===== src/rtl/skywave_pkg.sv =====
// Shared types for the SoC reset sequencer: FSM states, reset cause codes and
// the elaboration-time sizing helper.
package skywave_pkg;

  localparam int unsigned CAUSE_W = 2;

  typedef enum logic [2:0] {
    HOLD      = 3'd0,
    WAIT_LOCK = 3'd1,
    STRETCH   = 3'd2,
    BUS_UP    = 3'd3,
    RUN       = 3'd4
  } rst_state_t;

  // 2'b11 is reserved and never produced
  typedef enum logic [CAUSE_W-1:0] {
    CAUSE_POR = 2'b00,
    CAUSE_PLL = 2'b01,
    CAUSE_SW  = 2'b10
  } rst_cause_t;

  function automatic int unsigned max3(input int unsigned a,
                                       input int unsigned b,
                                       input int unsigned c);
    int unsigned m;
    m = (a > b) ? a : b;
    return (m > c) ? m : c;
  endfunction

endpackage


===== src/rtl/rst_seq_if.sv =====
// Reset sequencer boundary: PLL/software request in, ordered resets and cause out.
interface rst_seq_if;

  logic                             pll_locked_i;
  logic                             sw_reset_req_i;
  logic                             bus_reset_o;
  logic                             core_reset_o;
  logic                             ready_o;
  logic [skywave_pkg::CAUSE_W-1:0]  reset_cause_o;

  modport master (
    input  pll_locked_i,
    input  sw_reset_req_i,
    output bus_reset_o,
    output core_reset_o,
    output ready_o,
    output reset_cause_o
  );

  modport slave (
    output pll_locked_i,
    output sw_reset_req_i,
    input  bus_reset_o,
    input  core_reset_o,
    input  ready_o,
    input  reset_cause_o
  );

endinterface


===== src/rtl/sync_ff.sv =====
// Generic two-flop synchroniser; reset clears both stages to 0.
module sync_ff #(
  parameter int unsigned WIDTH = 1
) (
  input  logic             clk_i,
  input  logic             reset_i,
  input  logic [WIDTH-1:0] d_i,
  output logic [WIDTH-1:0] q_o
);

  logic [WIDTH-1:0] meta_q;

  always_ff @(posedge clk_i) begin
    if (!reset_i) begin
      meta_q <= '0;
      q_o    <= '0;
    end else begin
      meta_q <= d_i;
      q_o    <= meta_q;
    end
  end

endmodule


===== src/rtl/rst_seq.sv =====
// Reset sequencer: holds, waits for a stable PLL lock, releases the bus fabric,
// then the cores after a gap; records the cause of the most recent reset.
module rst_seq
  import skywave_pkg::*;
#(
  parameter int unsigned HOLD_CYCLES  = 4,
  parameter int unsigned LOCK_STRETCH = 8,
  parameter int unsigned GAP_CYCLES   = 2
) (
  input  logic      clk_i,
  input  logic      reset_i,
  rst_seq_if.master rif
);

  localparam int unsigned MAX_P = max3(HOLD_CYCLES, LOCK_STRETCH, GAP_CYCLES);
  localparam int unsigned CW    = $clog2(MAX_P + 1);

  localparam logic [CW-1:0] HOLD_LAST    = CW'(HOLD_CYCLES - 1);
  localparam logic [CW-1:0] STRETCH_LAST = CW'(LOCK_STRETCH - 1);
  localparam logic [CW-1:0] GAP_LAST     = CW'(GAP_CYCLES - 1);

  if (HOLD_CYCLES < 1 || LOCK_STRETCH < 1 || GAP_CYCLES < 1) begin : g_param_check
    $error("rst_seq: HOLD_CYCLES, LOCK_STRETCH and GAP_CYCLES must all be >= 1");
  end

  rst_state_t       state_q, state_nxt;
  logic [CW-1:0]    cnt_q, cnt_nxt;
  rst_cause_t       cause_q, cause_nxt;
  logic             bus_rst_q, core_rst_q, ready_q;
  logic             bus_rst_nxt, core_rst_nxt, ready_nxt;
  logic             locked_s;

  sync_ff #(.WIDTH(1)) u_lock_sync (
    .clk_i   (clk_i),
    .reset_i (reset_i),
    .d_i     (rif.pll_locked_i),
    .q_o     (locked_s)
  );

  // Next state, counter and cause; outputs decode the next state so they land in flops
  always_comb begin
    state_nxt = state_q;
    cnt_nxt   = cnt_q;
    cause_nxt = cause_q;

    unique case (state_q)
      HOLD: begin
        if (cnt_q == HOLD_LAST) begin
          if (!rif.sw_reset_req_i) begin
            state_nxt = WAIT_LOCK;
            cnt_nxt   = '0;
          end
        end else begin
          cnt_nxt = cnt_q + CW'(1);
        end
      end
      WAIT_LOCK: begin
        if (locked_s) begin
          state_nxt = STRETCH;
          cnt_nxt   = '0;
        end
      end
      STRETCH: begin
        if (!locked_s) begin
          state_nxt = WAIT_LOCK;
          cnt_nxt   = '0;
        end else if (cnt_q == STRETCH_LAST) begin
          state_nxt = BUS_UP;
          cnt_nxt   = '0;
        end else begin
          cnt_nxt = cnt_q + CW'(1);
        end
      end
      BUS_UP, RUN: begin
        // Lock loss outranks a simultaneous software request
        if (!locked_s) begin
          state_nxt = HOLD;
          cnt_nxt   = '0;
          cause_nxt = CAUSE_PLL;
        end else if (rif.sw_reset_req_i) begin
          state_nxt = HOLD;
          cnt_nxt   = '0;
          cause_nxt = CAUSE_SW;
        end else if (state_q == BUS_UP) begin
          if (cnt_q == GAP_LAST) begin
            state_nxt = RUN;
            cnt_nxt   = '0;
          end else begin
            cnt_nxt = cnt_q + CW'(1);
          end
        end
      end
      default: begin
        state_nxt = HOLD;
        cnt_nxt   = '0;
      end
    endcase

    bus_rst_nxt  = !(state_nxt == BUS_UP || state_nxt == RUN);
    core_rst_nxt = (state_nxt != RUN);
    ready_nxt    = (state_nxt == RUN);
  end

  always_ff @(posedge clk_i) begin
    if (!reset_i) begin
      state_q    <= HOLD;
      cnt_q      <= '0;
      cause_q    <= CAUSE_POR;
      bus_rst_q  <= 1'b1;
      core_rst_q <= 1'b1;
      ready_q    <= 1'b0;
    end else begin
      state_q    <= state_nxt;
      cnt_q      <= cnt_nxt;
      cause_q    <= cause_nxt;
      bus_rst_q  <= bus_rst_nxt;
      core_rst_q <= core_rst_nxt;
      ready_q    <= ready_nxt;
    end
  end

  assign rif.bus_reset_o   = bus_rst_q;
  assign rif.core_reset_o  = core_rst_q;
  assign rif.ready_o       = ready_q;
  assign rif.reset_cause_o = cause_q;

endmodule


===== src/flat_wrapper.sv =====
// flat-port wrapper written by rule: the top's interface ports become plain ports
module rst_seq_flat import skywave_pkg::*;
#(
  parameter int unsigned HOLD_CYCLES  = 4,
  parameter int unsigned LOCK_STRETCH = 8,
  parameter int unsigned GAP_CYCLES   = 2
)
  (clk_i, reset_i, rif_pll_locked_i, rif_sw_reset_req_i, rif_bus_reset_o, rif_core_reset_o, rif_ready_o, rif_reset_cause_o);
  rst_seq_if rif_i ();
  input  logic clk_i;
  input  logic reset_i;
  input wire logic [$bits(rif_i.pll_locked_i)-1:0] rif_pll_locked_i;
  input wire logic [$bits(rif_i.sw_reset_req_i)-1:0] rif_sw_reset_req_i;
  output wire logic [$bits(rif_i.bus_reset_o)-1:0] rif_bus_reset_o;
  output wire logic [$bits(rif_i.core_reset_o)-1:0] rif_core_reset_o;
  output wire logic [$bits(rif_i.ready_o)-1:0] rif_ready_o;
  output wire logic [$bits(rif_i.reset_cause_o)-1:0] rif_reset_cause_o;
  assign rif_i.pll_locked_i = rif_pll_locked_i;
  assign rif_i.sw_reset_req_i = rif_sw_reset_req_i;
  assign rif_bus_reset_o = rif_i.bus_reset_o;
  assign rif_core_reset_o = rif_i.core_reset_o;
  assign rif_ready_o = rif_i.ready_o;
  assign rif_reset_cause_o = rif_i.reset_cause_o;
  rst_seq #(.HOLD_CYCLES(HOLD_CYCLES), .LOCK_STRETCH(LOCK_STRETCH), .GAP_CYCLES(GAP_CYCLES)) u_core (.clk_i(clk_i), .reset_i(reset_i), .rif(rif_i));
endmodule

===== config.mk =====
export PLATFORM = sky130hd
export DESIGN_NAME = rst_seq_flat
export DESIGN_NICKNAME = d
export VERILOG_FILES = /design/src/rtl/skywave_pkg.sv /design/src/rtl/rst_seq_if.sv /design/src/rtl/sync_ff.sv /design/src/rtl/rst_seq.sv /design/src/flat_wrapper.sv
export SDC_FILE = /design/constraint.sdc
export NUM_CORES = 1
export LEC_CHECK = 0
export CORE_MARGIN = 3
export CORE_UTILIZATION = 52
export CTS_BUF_LIST = sky130_fd_sc_hd__clkbuf_4 sky130_fd_sc_hd__clkbuf_8 sky130_fd_sc_hd__clkbuf_16
export DETAILED_ROUTE_END_ITERATION = 7
export GPL_TIMING_DRIVEN = 0
export PLACE_DENSITY = 0.8
export SYNTH_ARGS = -nofsm -noshare
export SYNTH_HDL_FRONTEND = slang
export SYNTH_HIERARCHICAL = 1
export SYNTH_SLANG_ARGS = --single-unit

===== constraint.sdc =====
create_clock -name clk_i -period 2.2 [get_ports clk_i]
set_input_delay 0.55 -clock clk_i [delete_from_list [all_inputs] [get_ports clk_i]]
set_output_delay 0.55 -clock clk_i [all_outputs]
set_load 0.02 [all_outputs]

## Yosys cells after proc, flatten, opt, wreduce, memory -nomap -nowiden

Index checks and enable logic that the tools add are counted.

| operators by class | value |
|---|---|
| magnitude comparators | 0 |
| bitwise logic cells | 0 |
| reductions and logical operators | 6 |
| $add $sub $neg | 1 |
| shifts and indexed selects | 0 |
| $mul | 0 |
| divide/modulo/power cells | 0 |
| equality and inequality tests | 14 |
| muxes and demuxes | 22 |

Operators with widths:

| kind | count |
|---|---|
| $mux W4 | 9 |
| $mux W3 | 9 |
| $pmux W4 S4 | 1 |
| $pmux W3 S4 | 1 |
| $eq A3 B2 Y1 const B | 3 |
| $eq A3 B3 Y1 const B | 2 |
| $ne A3 B3 Y1 const B | 2 |
| $add A4 B1 Y4 const B | 1 |
| $eq A4 B1 Y1 const B | 1 |
| $eq A4 B2 Y1 const B | 1 |
| $eq A4 B3 Y1 const B | 1 |
| $mux W2 | 2 |
| $ne A2 B2 Y1 const B | 2 |
| $ne A4 B3 Y1 const B | 1 |
| $eq A3 B1 Y1 const B | 1 |
| $logic_not A3 Y1 | 1 |
| $reduce_and A3 Y1 | 1 |
| $reduce_and A2 Y1 | 1 |
| $reduce_or A2 Y1 | 1 |
| $logic_not A1 Y1 | 1 |
| $logic_or A1 B1 Y1 | 1 |

| storage, ports and cells | value |
|---|---|
| latch bits | 0 |
| word-level logic and storage cells | 51 |
| memory bits (writable) | 0 |
| output and inout port bits | 5 |
| input port bits | 4 |
| register bits after elaboration | 14 |
| memories kept | 0 |
| ROM bits | 0 |

## Longest topological paths before layout

| logic depth | value |
|---|---|
| word-level depth | 9 |
| gate-level depth with buffers | 7 |
| gate-level depth less buffers | 7 |

## Hierarchy

The synthesis kept the hierarchy.

By module, submodules not included:

| module | cells each | area an instance (um2) | sequential area each (um2) | times used |
|---|---|---|---|---|
| rst_seq | 81 | 710.7 | 240.2 | 1 |
| sync_ff | 4 | 52.6 | 40.0 | 1 |

## Worst setup path before layout

Ideal clock, no wire load.

| timing | value |
|---|---|
| kind | reg-to-reg |
| start | register u_core.cnt_q[0] |
| end | register u_core.cnt_q[2] |
| stages on the path, launching flop included | 7 |
| arrival | 1.495 ns |
| period minus slack after synthesis | 1.609 ns |
| path buffers | 0 |
| library setup time | 0.114 ns |
| required time | 2.086 ns |
| slack | 0.591 ns |
| cell sequence | dfxtp_1 -> ha_1 -> nor3b_1 -> a211oi_2 -> o31ai_1 -> o2bb2ai_1 -> a21o_1 |

| on the way | value |
|---|---|
| cells in the longest elaborated chain, start to end | 6 |
| elaborated cells on any way between the ends | 14 |
| classes of those cells | add/sub (1); eq/ne (4); mux (8); reduce/logical (1) |

RTL lines:

| what | RTL line | text |
|---|---|---|
| start, declared | rst_seq.sv:27 | `logic [CW-1:0] cnt_q, cnt_nxt;` |
| start signal, assigned | rst_seq.sv:114 | `cnt_q <= cnt_nxt;` |
| $add A4 B1 Y4 or $eq A4 B1 Y1 (tied branches) | - |  |
| $mux W4 | rst_seq.sv:85 | `if (cnt_q == GAP_LAST) begin` |
| $mux W4 | rst_seq.sv:84 | `end else if (state_q == BUS_UP) begin` |
| $mux W4 | rst_seq.sv:80 | `end else if (rif.sw_reset_req_i) begin` |
| $mux W4 | rst_seq.sv:76 | `if (!locked_s) begin` |
| $pmux W4 S4 | rst_seq.sv:46 | `unique case (state_q)` |

Several ways; a longest one is shown, not always the timed one. The select of a mux whose other input is x is not followed.
A chain may end at the register's enable or synchronous reset.

## Worst setup path in the final report

| timing | value |
|---|---|
| start | input rif_sw_reset_req_i |
| end | register u_core.cnt_q[1] |

| on the way | value |
|---|---|
| cells in the longest elaborated chain, start to end | 3 |
| elaborated cells on any way between the ends | 6 |
| classes of those cells | eq/ne (2); mux (3); reduce/logical (1) |

RTL lines:

| what | RTL line | text |
|---|---|---|
| start, declared | flat_wrapper.sv:13 | `input wire logic [$bits(rif_i.sw_reset_req_i)-1:0] rif_sw_reset_req_i;` |
| $mux W4 | rst_seq.sv:80 |  |
| $mux W4 | rst_seq.sv:76 |  |
| $pmux W4 S4 | rst_seq.sv:46 |  |

Several ways; a longest one is shown, not always the timed one.

==> qor.csv <==
stage,metric,value,unit
outcome,status,finished clean,
logic_synthesis,"Avg Cell Area, Syn",8.979,µm²
logic_synthesis,Post-synth ARST share,0,%
drt,final WL,1421,µm
drt,Routed WL per cell,12.69,µm
clock_tree,Max Root-Sink Buffers,2,
logic_synthesis,Post-synth top flop,dfxtp_1,
timing,Setup TNS,0,ns
power_and_ir_drop,Lkg Pwr,0.3319,nW
power_and_ir_drop,worst vdd ir,0.4563,mV
grt,Overflow after GRT,0,
clock_tree,number of CTS-inserted buffers,3,
worst_setup_path,CP Max Fanout,7,
grt,Total Routing Usage GR,17.47,%
timing,final slew viol count,0,
logic_synthesis,cell taking the most area after synthesis,dfxtp_1,
worst_setup_path,crit path cell chain,clkdlybuf4s50_1 > nor2b_1 > a31oi_1 > a21oi_1 > nor2_1 > a32o_1,
clock_tree,H-tree levels,1,
logic_synthesis,Yosys top cell area share,36.72,%
die,Die ar.,1963,µm²
grt,vias in the first global route,579,
placed_design,GP Congestion,0.7317,
worst_setup_path,CP Class,primary input to flop,
clock_tree,TritonCTS clock tree,yes,
timing,unrepaired setup endpoints after global routing,false,
die,IO Pins,9,
logic_synthesis,"Cell Area, Synth",763.2,µm²
timing,hold_ws,0.4373,ns
die,Cell Rows,13,
timing,Hold Fails Final Rpt,0,
cells_and_area,"Area growth, synth to finish",17.70,%
timing,final worst path period share,88.40,%
die,die width,44.31,µm
timing,Fmax,0.5142,GHz
logic_synthesis,Yosys warnings,6,
drt,Final ANT Viol Nets,0,
worst_setup_path,kind of end point of the critical path,flop,
logic_synthesis,"top cells by area, synth","dfxtp_1 37%, buf_6 5.9%, a21oi_1 3.3%",
worst_setup_path,"Data required, critical path",2.38,ns
drt,drt first pass iters,4,
clock_tree,Setup Buffers After CTS,0,
clock_tree,# clock sinks,14,
timing,Final setup viols,0,
worst_setup_path,crit-path max cell delay,0.51,ns
drt,initial DRC count,32,
grt,antenna violations before repair,0,
timing,tightest slew margin relative to the limit,59.29,%
die,die height,44.31,µm
cells_and_area,Nets,104,
worst_setup_path,slowest CP cell,clkdlybuf4s50_1,
clock_tree,clock slew at reported path FFs,0.09,ns
logic_synthesis,"count leader, synth",dfxtp_1,
logic_synthesis,Post-synth EDFFs,0,
drt,DRC viols,0,
grt,pin count of the biggest net entering global routing,11,
cells_and_area,diode count,0,
power_and_ir_drop,Design Power,0.6258,mW
run,Max Cap Viol,0,
drt,vias post-DR,665,
clock_tree,Worst-Skew Late Latency,0.27,ns
timing,final worst path period need,1.945,ns
timing,Tightest Pin Transition,0.5952,ns
timing,final clock skew,0.005112,ns
drt,vias per cell,5.938,
placed_design,Port Buf Inserts,8,
clock_tree,Hold Buf Count CTS,0,
placed_design,dpl hpwl,992.6,µm
logic_synthesis,synthesized net count,91,
hold_path,Min-Delay Path Class,flop to flop,
die,Core ar.,1334,µm²
logic_synthesis,Yosys cell types,38,
grt,global-route wire length before repair,2518,µm
worst_setup_path,Critical Path AT,2.12,ns
clock_tree,Root Driver,clkbuf_4,
logic_synthesis,top post-synthesis cells by count,"14 x dfxtp_1, 6 x nand2_1, 5 x a21oi_1, 5 x nor2_1",
clock_tree,Resize count post-CTS,0,
worst_setup_path,startpoint types,primary input,
cells_and_area,fillcell total,111,
logic_synthesis,register bit count reported by yosys,14,
logic_synthesis,sequential share of the synthesized area,36.72,%
power_and_ir_drop,pwr/cell area,696.6,nW/µm²
logic_synthesis,Post-Syn Instances,85,
die,Initial Utilization,57.22,%
cells_and_area,layout cells sized above 1,16.49,%
[state kept, by name, indices dropped and copies added, names as in the netlist]
register,flops
u_core/cnt_q,4
u_core/state_q,3
u_core/u_lock_sync/meta_q,1
u_core/u_lock_sync/q_o,1
u_core/rif.core_reset_o,1
u_core/rif.bus_reset_o,1
u_core/rif.reset_cause_o,2
u_core/rif.ready_o,1
[layer usage]
| metal | part of all wire [%] | up-vias | GRT usage (%) |
|---|---|---|---|
| met1 | 45 | 308 | 22.22 |
| li1 | - | 332 | - |
| met5 | 0 | - | 0 |
| met3 | 6.5 | 2 | 4.065 |
| met4 | 0.91 | 0 | 9.036 |
| met2 | 47 | 23 | 27.33 |
[final cells by class]
class	instances	area [µm²]	area share [%]
multi-input combinational	61	414.1	46.10
sequential	14	280.3	31.20
timing repair buffer	8	80.08	8.914
buffer	6	53.80	5.989
clock buffer	4	36.28	4.039
tap	15	18.77	2.089
inverter	4	15.01	1.671
[worst paths after layout]
check	endpoint	depth (start not counted)	slack (ns)	startpoint
worst min register to register	u_core/u_lock_sync/q_o	1	0.44	u_core/u_lock_sync/meta_q
worst min-delay path	u_core/u_lock_sync/q_o	1	0.44	u_core/u_lock_sync/meta_q
worst max-delay path	u_core/cnt_q[1]	6	0.26	rif_sw_reset_req_i
worst max register to register	u_core/cnt_q[2]	6	0.36	u_core/cnt_q[0]
[logic make-up (layout without fill, tap and decap cells)]
logic type	after synthesis	in the layout	share of synthesized area [%]
AO/OA/AOI/OAI	20	20	19.51
XOR/XNOR	1	1	1.148
adder cells (fa/ha/maj)	2	2	3.278
buffers and inverters	10	22	9.014
flip-flops	14	14	36.72
AND/OR/NAND/NOR	38	38	30.33
[worst max-delay path: cells and delay by family]
kind            cells  cell delay, ns
compound gates      3            0.78
buf+inv             1            0.51
simple gates        2            0.27
[layout by cell type (no fill, tap or decap), drive strengths merged]
cell           Yosys  routed
nand3              4       4
o21ai              1       1
nor3b              3       3
a32o               1       1
nand3b             1       1
nor2               5       5
xor2               1       1
nand2b             3       3
ha                 2       2
a211oi             2       2
clkbuf             0       4
dfxtp             14      14
a21o               1       1
a2111oi            1       1
a21oi              5       5
o21a               1       1
nor3               5       5
or2                1       1
o31a               2       2
a31oi              2       2
or3b               1       1
buf                6       6
nand4              1       1
and2               3       3
and4bb             1       1
o211ai             1       1
o31ai              1       1
clkdlybuf4s50      0       8
o211a              1       1
nor4b              2       2
o2bb2ai            1       1
nand2              6       6
nor2b              2       2
inv                4       4
[metrics by stage]
stage | util, % | area [µm²] | cells | worst slack [ns]
finish | 67.35 | 898.4 | 112 | 0.2553
global placement | 64.63 | 862.1 | 108 | -0.03042
global route | 67.35 | 898.4 | 112 | 0.07525
detailed placement | 64.63 | 862.1 | 108 | -0.02732
floorplan | - | 763.2 | 85 | 0.5911
CTS | 67.35 | 898.4 | 112 | 0.2692
[power by group]
group / switching (mW) / internal (mW) / total [mW]
registers: 0.0213 / 0.275 / 0.297
clock network: 0.0805 / 0.101 / 0.181
logic: 0.0788 / 0.0694 / 0.148
Power figures use the tool's default switching activity.
